### src/rtl/javk_alu_ctrl_pkg.sv
// javk_pkg: shared constants and types for the JAVK decoder/ALU block.
// Latency: n/a (types, constants and one pure helper function).
// Backpressure: n/a.
// Contents: register indices, 16-bit register codes, ALU op and condition
// encodings, opcode match masks, flag struct and condition evaluator.
package javk_pkg;

  // 8-bit register file indices
  localparam logic [3:0] REG_Z = 4'd0;
  localparam logic [3:0] REG_A = 4'd1;
  localparam logic [3:0] REG_I = 4'd12;
  localparam logic [3:0] REG_J = 4'd13;
  localparam logic [3:0] REG_K = 4'd14;
  localparam logic [3:0] REG_L = 4'd15;

  // 16-bit register pair codes used by MVB
  localparam logic [1:0] R16_PC = 2'd0;
  localparam logic [1:0] R16_SP = 2'd1;
  localparam logic [1:0] R16_IJ = 2'd2;
  localparam logic [1:0] R16_KL = 2'd3;

  typedef enum logic [2:0] {
    ALU_ADD = 3'b000,
    ALU_SUB = 3'b001,
    ALU_AND = 3'b010,
    ALU_OR  = 3'b011,
    ALU_XOR = 3'b100,
    ALU_CMP = 3'b101,
    ALU_SHL = 3'b110,
    ALU_SHR = 3'b111
  } alu_op_t;

  typedef enum logic [2:0] {
    CC_ALWAYS = 3'b000,
    CC_Z      = 3'b001,
    CC_NZ     = 3'b010,
    CC_C      = 3'b011,
    CC_NC     = 3'b100,
    CC_N      = 3'b101,
    CC_V      = 3'b110,
    CC_NEVER  = 3'b111
  } cond_t;

  // Flags packed so that the struct maps directly onto {V,N,C,Z} = [3:0]
  typedef struct packed {
    logic v;
    logic n;
    logic c;
    logic z;
  } flags_t;

  // Opcode classes: (instr & MASK) == VAL
  localparam logic [7:0] OPC_ALU_MASK = 8'h80;
  localparam logic [7:0] OPC_ALU_VAL  = 8'h80;
  localparam logic [7:0] OPC_NIB_MASK = 8'hE0;
  localparam logic [7:0] OPC_NIB_VAL  = 8'h40;
  localparam logic [7:0] OPC_LD_MASK  = 8'hF0;
  localparam logic [7:0] OPC_LD_VAL   = 8'h60;
  localparam logic [7:0] OPC_ST_MASK  = 8'hF0;
  localparam logic [7:0] OPC_ST_VAL   = 8'h70;
  localparam logic [7:0] OPC_MVA_MASK = 8'hF0;
  localparam logic [7:0] OPC_MVA_VAL  = 8'h30;
  localparam logic [7:0] OPC_MVB_MASK = 8'hF0;
  localparam logic [7:0] OPC_MVB_VAL  = 8'h20;
  localparam logic [7:0] OPC_JMP_MASK = 8'hF8;
  localparam logic [7:0] OPC_JMP_VAL  = 8'h00;
  localparam logic [7:0] OPC_JPL_MASK = 8'hF8;
  localparam logic [7:0] OPC_JPL_VAL  = 8'h08;

  function automatic logic cond_eval(input cond_t cc, input flags_t f);
    logic res;
    case (cc)
      CC_ALWAYS: res = 1'b1;
      CC_Z:      res = f.z;
      CC_NZ:     res = ~f.z;
      CC_C:      res = f.c;
      CC_NC:     res = ~f.c;
      CC_N:      res = f.n;
      CC_V:      res = f.v;
      default:   res = 1'b0;
    endcase
    return res;
  endfunction

endpackage

### src/rtl/javk_alu_ctrl_if.sv
// javk_alu_ctrl_if: bus between the JAVK core and its decoder/ALU block.
// Latency: n/a (wires only).
// Backpressure: none; the core samples strobes every posedge.
// master = core (drives instr/a/b), slave = javk_alu_ctrl (drives the rest).
interface javk_alu_ctrl_if;
  logic [7:0] instr;
  logic [7:0] a;
  logic [7:0] b;
  logic [7:0] alu_out;
  logic [3:0] alu_flags;
  logic       alu_wr;
  logic [3:0] reg_sel;
  logic [3:0] addr_offset;
  logic       fetch;
  logic       we;
  logic       jmp;
  logic       jpl;
  logic       branch;
  logic       mva;
  logic       mvb;
  logic [1:0] reg16_src;
  logic [1:0] reg16_dst;
  logic       nibble_read;
  logic       nibble_hl;
  logic [3:0] nibble_out;

  modport master (
    output instr, a, b,
    input  alu_out, alu_flags, alu_wr, reg_sel, addr_offset, fetch, we,
           jmp, jpl, branch, mva, mvb, reg16_src, reg16_dst,
           nibble_read, nibble_hl, nibble_out
  );

  modport slave (
    input  instr, a, b,
    output alu_out, alu_flags, alu_wr, reg_sel, addr_offset, fetch, we,
           jmp, jpl, branch, mva, mvb, reg16_src, reg16_dst,
           nibble_read, nibble_hl, nibble_out
  );
endinterface

### src/rtl/javk_alu_ctrl_alu.sv
// javk_alu: combinational 8-bit ALU result and {V,N,C,Z} flag computation.
// Latency: 0 (pure combinational; the caller registers the outputs).
// Backpressure: n/a.
// Ports: i_op op select, i_a/i_b operands, i_shamt shift amount,
// i_cin carry-in (used by ADD/SUB only), o_result, o_flags.
module javk_alu
  import javk_pkg::*;
(
  input  alu_op_t    i_op,
  input  logic [7:0] i_a,
  input  logic [7:0] i_b,
  input  logic [3:0] i_shamt,
  input  logic       i_cin,
  output logic [7:0] o_result,
  output flags_t     o_flags
);

  logic [8:0]  w_sum;
  logic [8:0]  w_diff;
  logic [8:0]  w_cmp;
  logic [15:0] w_shl;
  logic [15:0] w_shr;

  assign w_sum  = {1'b0, i_a} + {1'b0, i_b} + {8'd0, i_cin};
  // Bit 8 of a 9-bit difference is the unsigned borrow.
  assign w_diff = {1'b0, i_a} - {1'b0, i_b} - {8'd0, i_cin};
  assign w_cmp  = {1'b0, i_a} - {1'b0, i_b};
  // Widened shifts: the bit landing just outside the result is the last bit
  // shifted out. It is naturally 0 for shamt=0 and for shamt>8.
  assign w_shl  = {8'd0, i_a} << i_shamt;
  assign w_shr  = {i_a, 8'd0} >> i_shamt;

  always_comb begin
    o_result = 8'd0;
    o_flags  = '0;
    case (i_op)
      ALU_ADD: begin
        o_result  = w_sum[7:0];
        o_flags.c = w_sum[8];
        o_flags.v = (i_a[7] == i_b[7]) && (w_sum[7] != i_a[7]);
      end
      ALU_SUB: begin
        o_result  = w_diff[7:0];
        o_flags.c = w_diff[8];
        o_flags.v = (i_a[7] != i_b[7]) && (w_diff[7] != i_a[7]);
      end
      ALU_CMP: begin
        o_result  = w_cmp[7:0];
        o_flags.c = w_cmp[8];
        o_flags.v = (i_a[7] != i_b[7]) && (w_cmp[7] != i_a[7]);
      end
      ALU_AND: o_result = i_a & i_b;
      ALU_OR:  o_result = i_a | i_b;
      ALU_XOR: o_result = i_a ^ i_b;
      ALU_SHL: begin
        o_result  = w_shl[7:0];
        o_flags.c = w_shl[8];
      end
      ALU_SHR: begin
        o_result  = w_shr[15:8];
        o_flags.c = w_shr[7];
      end
      default: o_result = 8'd0;
    endcase
    o_flags.z = (o_result == 8'd0);
    o_flags.n = o_result[7];
  end

endmodule

### src/rtl/javk_alu_ctrl.sv
// javk_alu_ctrl: JAVK instruction decoder plus registered 8-bit ALU.
// Latency: decode/branch combinational from instr; alu_out/flags/alu_wr 1 cycle.
// Backpressure: none; a new instruction is accepted every cycle.
// Ports: clk, rst (sync, active-high); bus = javk_alu_ctrl_if.slave.
// Build option: define JAVK_ADC_EN to make ADD/SUB consume the registered carry.
module javk_alu_ctrl
  import javk_pkg::*;
(
  input  logic clk,
  input  logic rst,
  javk_alu_ctrl_if.slave bus
);

  logic [7:0] r_alu_out;
  flags_t     r_flags;
  logic       r_alu_wr;

  logic       w_is_alu;
  alu_op_t    w_op;
  logic [3:0] w_reg_sel;
  logic [3:0] w_addr_offset;
  logic       w_fetch;
  logic       w_we;
  logic       w_jmp;
  logic       w_jpl;
  logic       w_mva;
  logic       w_mvb;
  logic [1:0] w_reg16_src;
  logic [1:0] w_reg16_dst;
  logic       w_nib_rd;
  logic       w_nib_hl;
  logic [3:0] w_nib_out;
  logic       w_cond;
  logic       w_cin;
  logic [7:0] w_result;
  flags_t     w_flags;

  assign w_op = alu_op_t'(bus.instr[6:4]);

`ifdef JAVK_ADC_EN
  assign w_cin = r_flags.c;
`else
  assign w_cin = 1'b0;
`endif

  // Decoder: one opcode class is active at a time; fields of other classes stay 0.
  always_comb begin
    w_is_alu      = 1'b0;
    w_reg_sel     = 4'd0;
    w_addr_offset = 4'd0;
    w_fetch       = 1'b0;
    w_we          = 1'b0;
    w_jmp         = 1'b0;
    w_jpl         = 1'b0;
    w_mva         = 1'b0;
    w_mvb         = 1'b0;
    w_reg16_src   = 2'd0;
    w_reg16_dst   = 2'd0;
    w_nib_rd      = 1'b0;
    w_nib_hl      = 1'b0;
    w_nib_out     = 4'd0;
    if ((bus.instr & OPC_ALU_MASK) == OPC_ALU_VAL) begin
      w_is_alu  = 1'b1;
      w_reg_sel = bus.instr[3:0];
    end else if ((bus.instr & OPC_NIB_MASK) == OPC_NIB_VAL) begin
      w_nib_rd  = 1'b1;
      w_nib_hl  = bus.instr[4];
      w_nib_out = bus.instr[3:0];
    end else if ((bus.instr & OPC_LD_MASK) == OPC_LD_VAL) begin
      w_fetch       = 1'b1;
      w_addr_offset = bus.instr[3:0];
    end else if ((bus.instr & OPC_ST_MASK) == OPC_ST_VAL) begin
      w_fetch       = 1'b1;
      w_we          = 1'b1;
      w_addr_offset = bus.instr[3:0];
    end else if ((bus.instr & OPC_MVA_MASK) == OPC_MVA_VAL) begin
      w_reg_sel = bus.instr[3:0];
      // Copying A onto itself or onto the zero register is a no-op.
      w_mva     = (bus.instr[3:0] != REG_A) && (bus.instr[3:0] != REG_Z);
    end else if ((bus.instr & OPC_MVB_MASK) == OPC_MVB_VAL) begin
      w_mvb       = 1'b1;
      w_reg16_src = bus.instr[3:2];
      w_reg16_dst = bus.instr[1:0];
    end else if ((bus.instr & OPC_JMP_MASK) == OPC_JMP_VAL) begin
      w_jmp = 1'b1;
    end else if ((bus.instr & OPC_JPL_MASK) == OPC_JPL_VAL) begin
      w_jpl = 1'b1;
    end
  end

  // Uses registered flags, so an ALU op right before a jump is already visible.
  assign w_cond = cond_eval(cond_t'(bus.instr[2:0]), r_flags);

  javk_alu u_alu (
    .i_op     (w_op),
    .i_a      (bus.a),
    .i_b      (bus.b),
    .i_shamt  (bus.instr[3:0]),
    .i_cin    (w_cin),
    .o_result (w_result),
    .o_flags  (w_flags)
  );

  always_ff @(posedge clk) begin
    if (rst) begin
      r_alu_out <= 8'd0;
      r_flags   <= '0;
      r_alu_wr  <= 1'b0;
    end else if (w_is_alu) begin
      r_flags <= w_flags;
      if (w_op != ALU_CMP) begin
        r_alu_out <= w_result;
        r_alu_wr  <= 1'b1;
      end else begin
        r_alu_wr  <= 1'b0;
      end
    end else begin
      r_alu_wr <= 1'b0;
    end
  end

  assign bus.alu_out     = r_alu_out;
  assign bus.alu_flags   = r_flags;
  assign bus.alu_wr      = r_alu_wr;
  assign bus.reg_sel     = w_reg_sel;
  assign bus.addr_offset = w_addr_offset;
  assign bus.reg16_src   = w_reg16_src;
  assign bus.reg16_dst   = w_reg16_dst;
  assign bus.nibble_hl   = w_nib_hl;
  assign bus.nibble_out  = w_nib_out;
  // Strobes are held low during reset so the core takes no action.
  assign bus.fetch       = w_fetch  & ~rst;
  assign bus.we          = w_we     & ~rst;
  assign bus.jmp         = w_jmp    & ~rst;
  assign bus.jpl         = w_jpl    & ~rst;
  assign bus.branch      = (w_jmp | w_jpl) & w_cond & ~rst;
  assign bus.mva         = w_mva    & ~rst;
  assign bus.mvb         = w_mvb    & ~rst;
  assign bus.nibble_read = w_nib_rd & ~rst;

endmodule

### src/flat_wrapper.sv
// flat-port wrapper written by rule: the top's interface ports become plain ports
module javk_alu_ctrl_flat import javk_pkg::*;
  (clk, rst, bus_instr, bus_a, bus_b, bus_alu_out, bus_alu_flags, bus_alu_wr, bus_reg_sel, bus_addr_offset, bus_fetch, bus_we, bus_jmp, bus_jpl, bus_branch, bus_mva, bus_mvb, bus_reg16_src, bus_reg16_dst, bus_nibble_read, bus_nibble_hl, bus_nibble_out);
  javk_alu_ctrl_if bus_i ();
  input  logic clk;
  input  logic rst;
  input wire logic [$bits(bus_i.instr)-1:0] bus_instr;
  input wire logic [$bits(bus_i.a)-1:0] bus_a;
  input wire logic [$bits(bus_i.b)-1:0] bus_b;
  output wire logic [$bits(bus_i.alu_out)-1:0] bus_alu_out;
  output wire logic [$bits(bus_i.alu_flags)-1:0] bus_alu_flags;
  output wire logic [$bits(bus_i.alu_wr)-1:0] bus_alu_wr;
  output wire logic [$bits(bus_i.reg_sel)-1:0] bus_reg_sel;
  output wire logic [$bits(bus_i.addr_offset)-1:0] bus_addr_offset;
  output wire logic [$bits(bus_i.fetch)-1:0] bus_fetch;
  output wire logic [$bits(bus_i.we)-1:0] bus_we;
  output wire logic [$bits(bus_i.jmp)-1:0] bus_jmp;
  output wire logic [$bits(bus_i.jpl)-1:0] bus_jpl;
  output wire logic [$bits(bus_i.branch)-1:0] bus_branch;
  output wire logic [$bits(bus_i.mva)-1:0] bus_mva;
  output wire logic [$bits(bus_i.mvb)-1:0] bus_mvb;
  output wire logic [$bits(bus_i.reg16_src)-1:0] bus_reg16_src;
  output wire logic [$bits(bus_i.reg16_dst)-1:0] bus_reg16_dst;
  output wire logic [$bits(bus_i.nibble_read)-1:0] bus_nibble_read;
  output wire logic [$bits(bus_i.nibble_hl)-1:0] bus_nibble_hl;
  output wire logic [$bits(bus_i.nibble_out)-1:0] bus_nibble_out;
  assign bus_i.instr = bus_instr;
  assign bus_i.a = bus_a;
  assign bus_i.b = bus_b;
  assign bus_alu_out = bus_i.alu_out;
  assign bus_alu_flags = bus_i.alu_flags;
  assign bus_alu_wr = bus_i.alu_wr;
  assign bus_reg_sel = bus_i.reg_sel;
  assign bus_addr_offset = bus_i.addr_offset;
  assign bus_fetch = bus_i.fetch;
  assign bus_we = bus_i.we;
  assign bus_jmp = bus_i.jmp;
  assign bus_jpl = bus_i.jpl;
  assign bus_branch = bus_i.branch;
  assign bus_mva = bus_i.mva;
  assign bus_mvb = bus_i.mvb;
  assign bus_reg16_src = bus_i.reg16_src;
  assign bus_reg16_dst = bus_i.reg16_dst;
  assign bus_nibble_read = bus_i.nibble_read;
  assign bus_nibble_hl = bus_i.nibble_hl;
  assign bus_nibble_out = bus_i.nibble_out;
  javk_alu_ctrl u_core (.clk(clk), .rst(rst), .bus(bus_i));
endmodule
### config.mk
export PLATFORM = sky130hd
export DESIGN_NAME = javk_alu_ctrl_flat
export DESIGN_NICKNAME = d
export VERILOG_FILES = /design/src/rtl/javk_alu_ctrl_pkg.sv /design/src/rtl/javk_alu_ctrl_if.sv /design/src/rtl/javk_alu_ctrl_alu.sv /design/src/rtl/javk_alu_ctrl.sv /design/src/flat_wrapper.sv
export SDC_FILE = /design/constraint.sdc
export NUM_CORES = 1
export LEC_CHECK = 0
export CORE_UTILIZATION = 45
export CTS_CLUSTER_DIAMETER = 120
export DETAILED_ROUTE_END_ITERATION = 16
export PLACE_DENSITY = 0.74
export SETUP_SLACK_MARGIN = 0.15
export SKIP_LAST_GASP = 1
export SLEW_MARGIN = 0
export SYNTH_ARGS = -nofsm -noshare
export SYNTH_HDL_FRONTEND = slang
export SYNTH_SLANG_ARGS = --single-unit
### constraint.sdc
create_clock -name clk -period 4.32 [get_ports clk]
set_input_delay 0.648 -clock clk [delete_from_list [all_inputs] [get_ports clk]]
set_output_delay 0.648 -clock clk [all_outputs]
set_load 0.02 [all_outputs]
==> impl_results.md <==
- CTS tree: built
- Fmax: 276 MHz
- Post-CTS sizing: 0
- PD cells: 176 nW/um2
- Crit path launch type: primary input
- Floorplan core area: 5570 um2
- Final-stage net count: between 400 and 500
- Commonest non-fill, non-tap cells in the layout: clkdlybuf4s50_1, nor2_1, nand2_1
- Yosys top cell area share: ~11%
- DRT iter0 DRCs: 270
- Hold path cells: 2
- Clock net sink count: 13
- Unrepaired setup endpoints after global routing: false
- Vias per std cell: 6.20
- Slew @ Worst Pin: 725 ps
- R2R Path Start: u_core.bus.alu_out[5]
- Hold Startpoint: u_core.bus.alu_out[7]
- Storage element area: about 260 um2
- Drt total wl: 8430 um
- Worst path slowest cell: clkdlybuf4s50_1
- Die Y: 78.4 um
- EDFF count, synth: 0
- Unique masters post-synth: 63
- Cts bufs inserted: 3
- Overflow after GRT: 0
- Die area: 6140 um2
- Crit share post-route: 83.8%
- Critical path endpoint category: primary output
- Final Skew: 0 ps
- Cell taking the most area after synthesis: ha_1
- Root buf cell: clkbuf_8
- Final setup fails: 0
- Inserted Diodes: 0
- First-pass GRT wire length: between 10,000 and 15,000 um
- Worst skew pair latency: roughly 240 ps
- Yosys reg bits: 13
- H-Tree Depth: 1
- Outcome: complete, no violations
- Share of layout cells above drive strength 1: 9.09%
- Relative slew slack: 51.5%
- CP required: 3670 ps
- Synth Flop Type: dfxtp_1
- Max Cap Viol: 0
- CTS max path bufs: 2
- Final Hold Vio Count: 0
- Initial Util: 47.1%
- Vias in the first global route: between 2,000 and 3,000
- Die W: 78.4 um
- Syn Nets: ~410
- Area contributors post-synth: ha_1, dfxtp_1, mux4_2
- Post-Layout Cell Count: 479
- Layout area overhead: 28.1%
- Setup TNS: 0 ps
- GRT Resource Usage Total: 27.7%
- R2R cell count: 2
- DRT Pass-1 Iters: 5
- Number of fill cells: 527
- DRC errors left: 0
- Largest net degree at the start of global routing: 22
- ANT nets after route: 0
- Total number of vias: about 3,000
- CP cell instances: clkdlybuf4s50_1, nand3b_1, nor4_1, clkdlybuf4s50_1
- Initial antenna violation count: 0
- Clk pin slew, worst setup/hold paths: around 50 ps
- Syn Inst Count: roughly 350
- Min Tclk post-route: 3620 ps
- Crit path from: bus_instr[6]
- Ports: 64
- Critical path peak fanout: 21
- Critical path type: in2out
- Mapped Area: 2630 um2
- Port buffer count: 63
- Inst Count DP: 475
- GPL Wtd Cong: between 0.9 and 1
- Most used cell, CP: clkdlybuf4s50_1
- Multi-input gate area: 2130 um2
- Leak pwr: 1.35 nW
- Core Util, Final: 60.3%
- Crit path largest cell delay: 790 ps
- Post-synthesis sequential area ratio: 9.91%
- CTS Hold Bufs: 0
- Final slew viol count: 0
- Class of the worst hold path: reg2reg
- Post-DP HPWL: 6690 um
- Syn. warnings: 0
- Peak supply drop: around 0.15 mV
- Commonest non-fill, non-tap cell in the layout: clkdlybuf4s50_1
- Syn_area_per_cell: 7.42 um2
- Async S/R FF share, synth: 0%
- Row count: 27
- DR WL/cell: 17.6 um
- Crit path DAT: roughly 3000 ps
- Post-CTS setup buffers: 0
## metal layers
metal	vias up	GRT usage [%]	routed length [um]
li1	1404	-	-
met1	1392	39.1	3880
met2	153	45.1	3750
met3	19	2.67	620
met4	0	7.04	184
met5	-	0	0
## final cells by class
cell class	count	area share [%]
clock buffer	4	1.34
tap	72	2.68
inverter	26	2.90
timing repair buffer	78	22.1
sequential	13	7.74
multi-input combinational	286	63.2
## critical path: cells and delay by family
| kind | cells | cell delay, ps |
|---|---|---|
| buf+inv | 2 | 1460 |
| simple gates | 2 | 860 |
## through the flow
step	setup slack (ps)	power, W	hold WS [ps]	instance area, um2
floorplan	1600	0.000361	535	2630
global placement	728	0.000481	443	3320
finish	699	0.000592	458	3360
detailed placement	704	0.000481	452	3320
CTS	732	0.000589	460	3360
global route	577	0.000630	484	3360
## cells by family after synthesis
kind of cell / count (synthesis) / share of synthesized area (%)
and+or+nand+nor: 146 / 29.3
AOI/OAI and AO/OA: 94 / 26.6
xor gates and xnor gates: 2 / 0.667
DFF: 13 / 9.91
muxes: 18 / 11.4
adders and majority gates: 26 / 13.0
buffers and inverters: 55 / 9.10
## flip-flops by register name, indices dropped and copies added (netlist names)
| register | flops |
|---|---|
| u_core.bus.alu_wr | 1 |
| u_core.bus.alu_flags | 4 |
| u_core.bus.alu_out | 8 |
## report_power, final
group	switching, W	total (W)	leakage (nW)	internal, W
sequential	0.00000530	0.000134	0.107	0.000129
combinational	0.000196	0.000351	1.22	0.000154
clock	0.0000423	0.000107	0.0228	0.0000651
total	0.000244	0.000592	1.35	0.000348
## worst paths after layout
kind	slack (ps)	to
setup / recovery	700	bus_mva
hold / removal	460	u_core.bus.alu_out[7]
setup reg to reg	3630	u_core.bus.alu_out[5]
hold reg to reg	460	u_core.bus.alu_out[7]
## synth_stat cells (3+ instances only)
library cell and instances:
a21oi_1 25, nand3b_1 5, o21ai_0 4, mux2i_1 7, o21bai_1 3, a2bb2oi_1 3, mux4_2 8, nand2_1 28
a31oi_1 4, a221oi_1 3, nor3_1 18, nor2_1 36, and2_1 12, nand3_1 4, ha_1 24, a21o_1 3
buf_2 8, nand2b_1 7, o311ai_0 4, nor4_1 6, a211oi_1 7, clkbuf_1 16, nand4b_1 3, nor2b_1 13
buf_6 3, dfxtp_1 13, o221ai_1 3, a22oi_1 3, o22ai_1 8, inv_1 26
(Power assumes the default switching activity.)
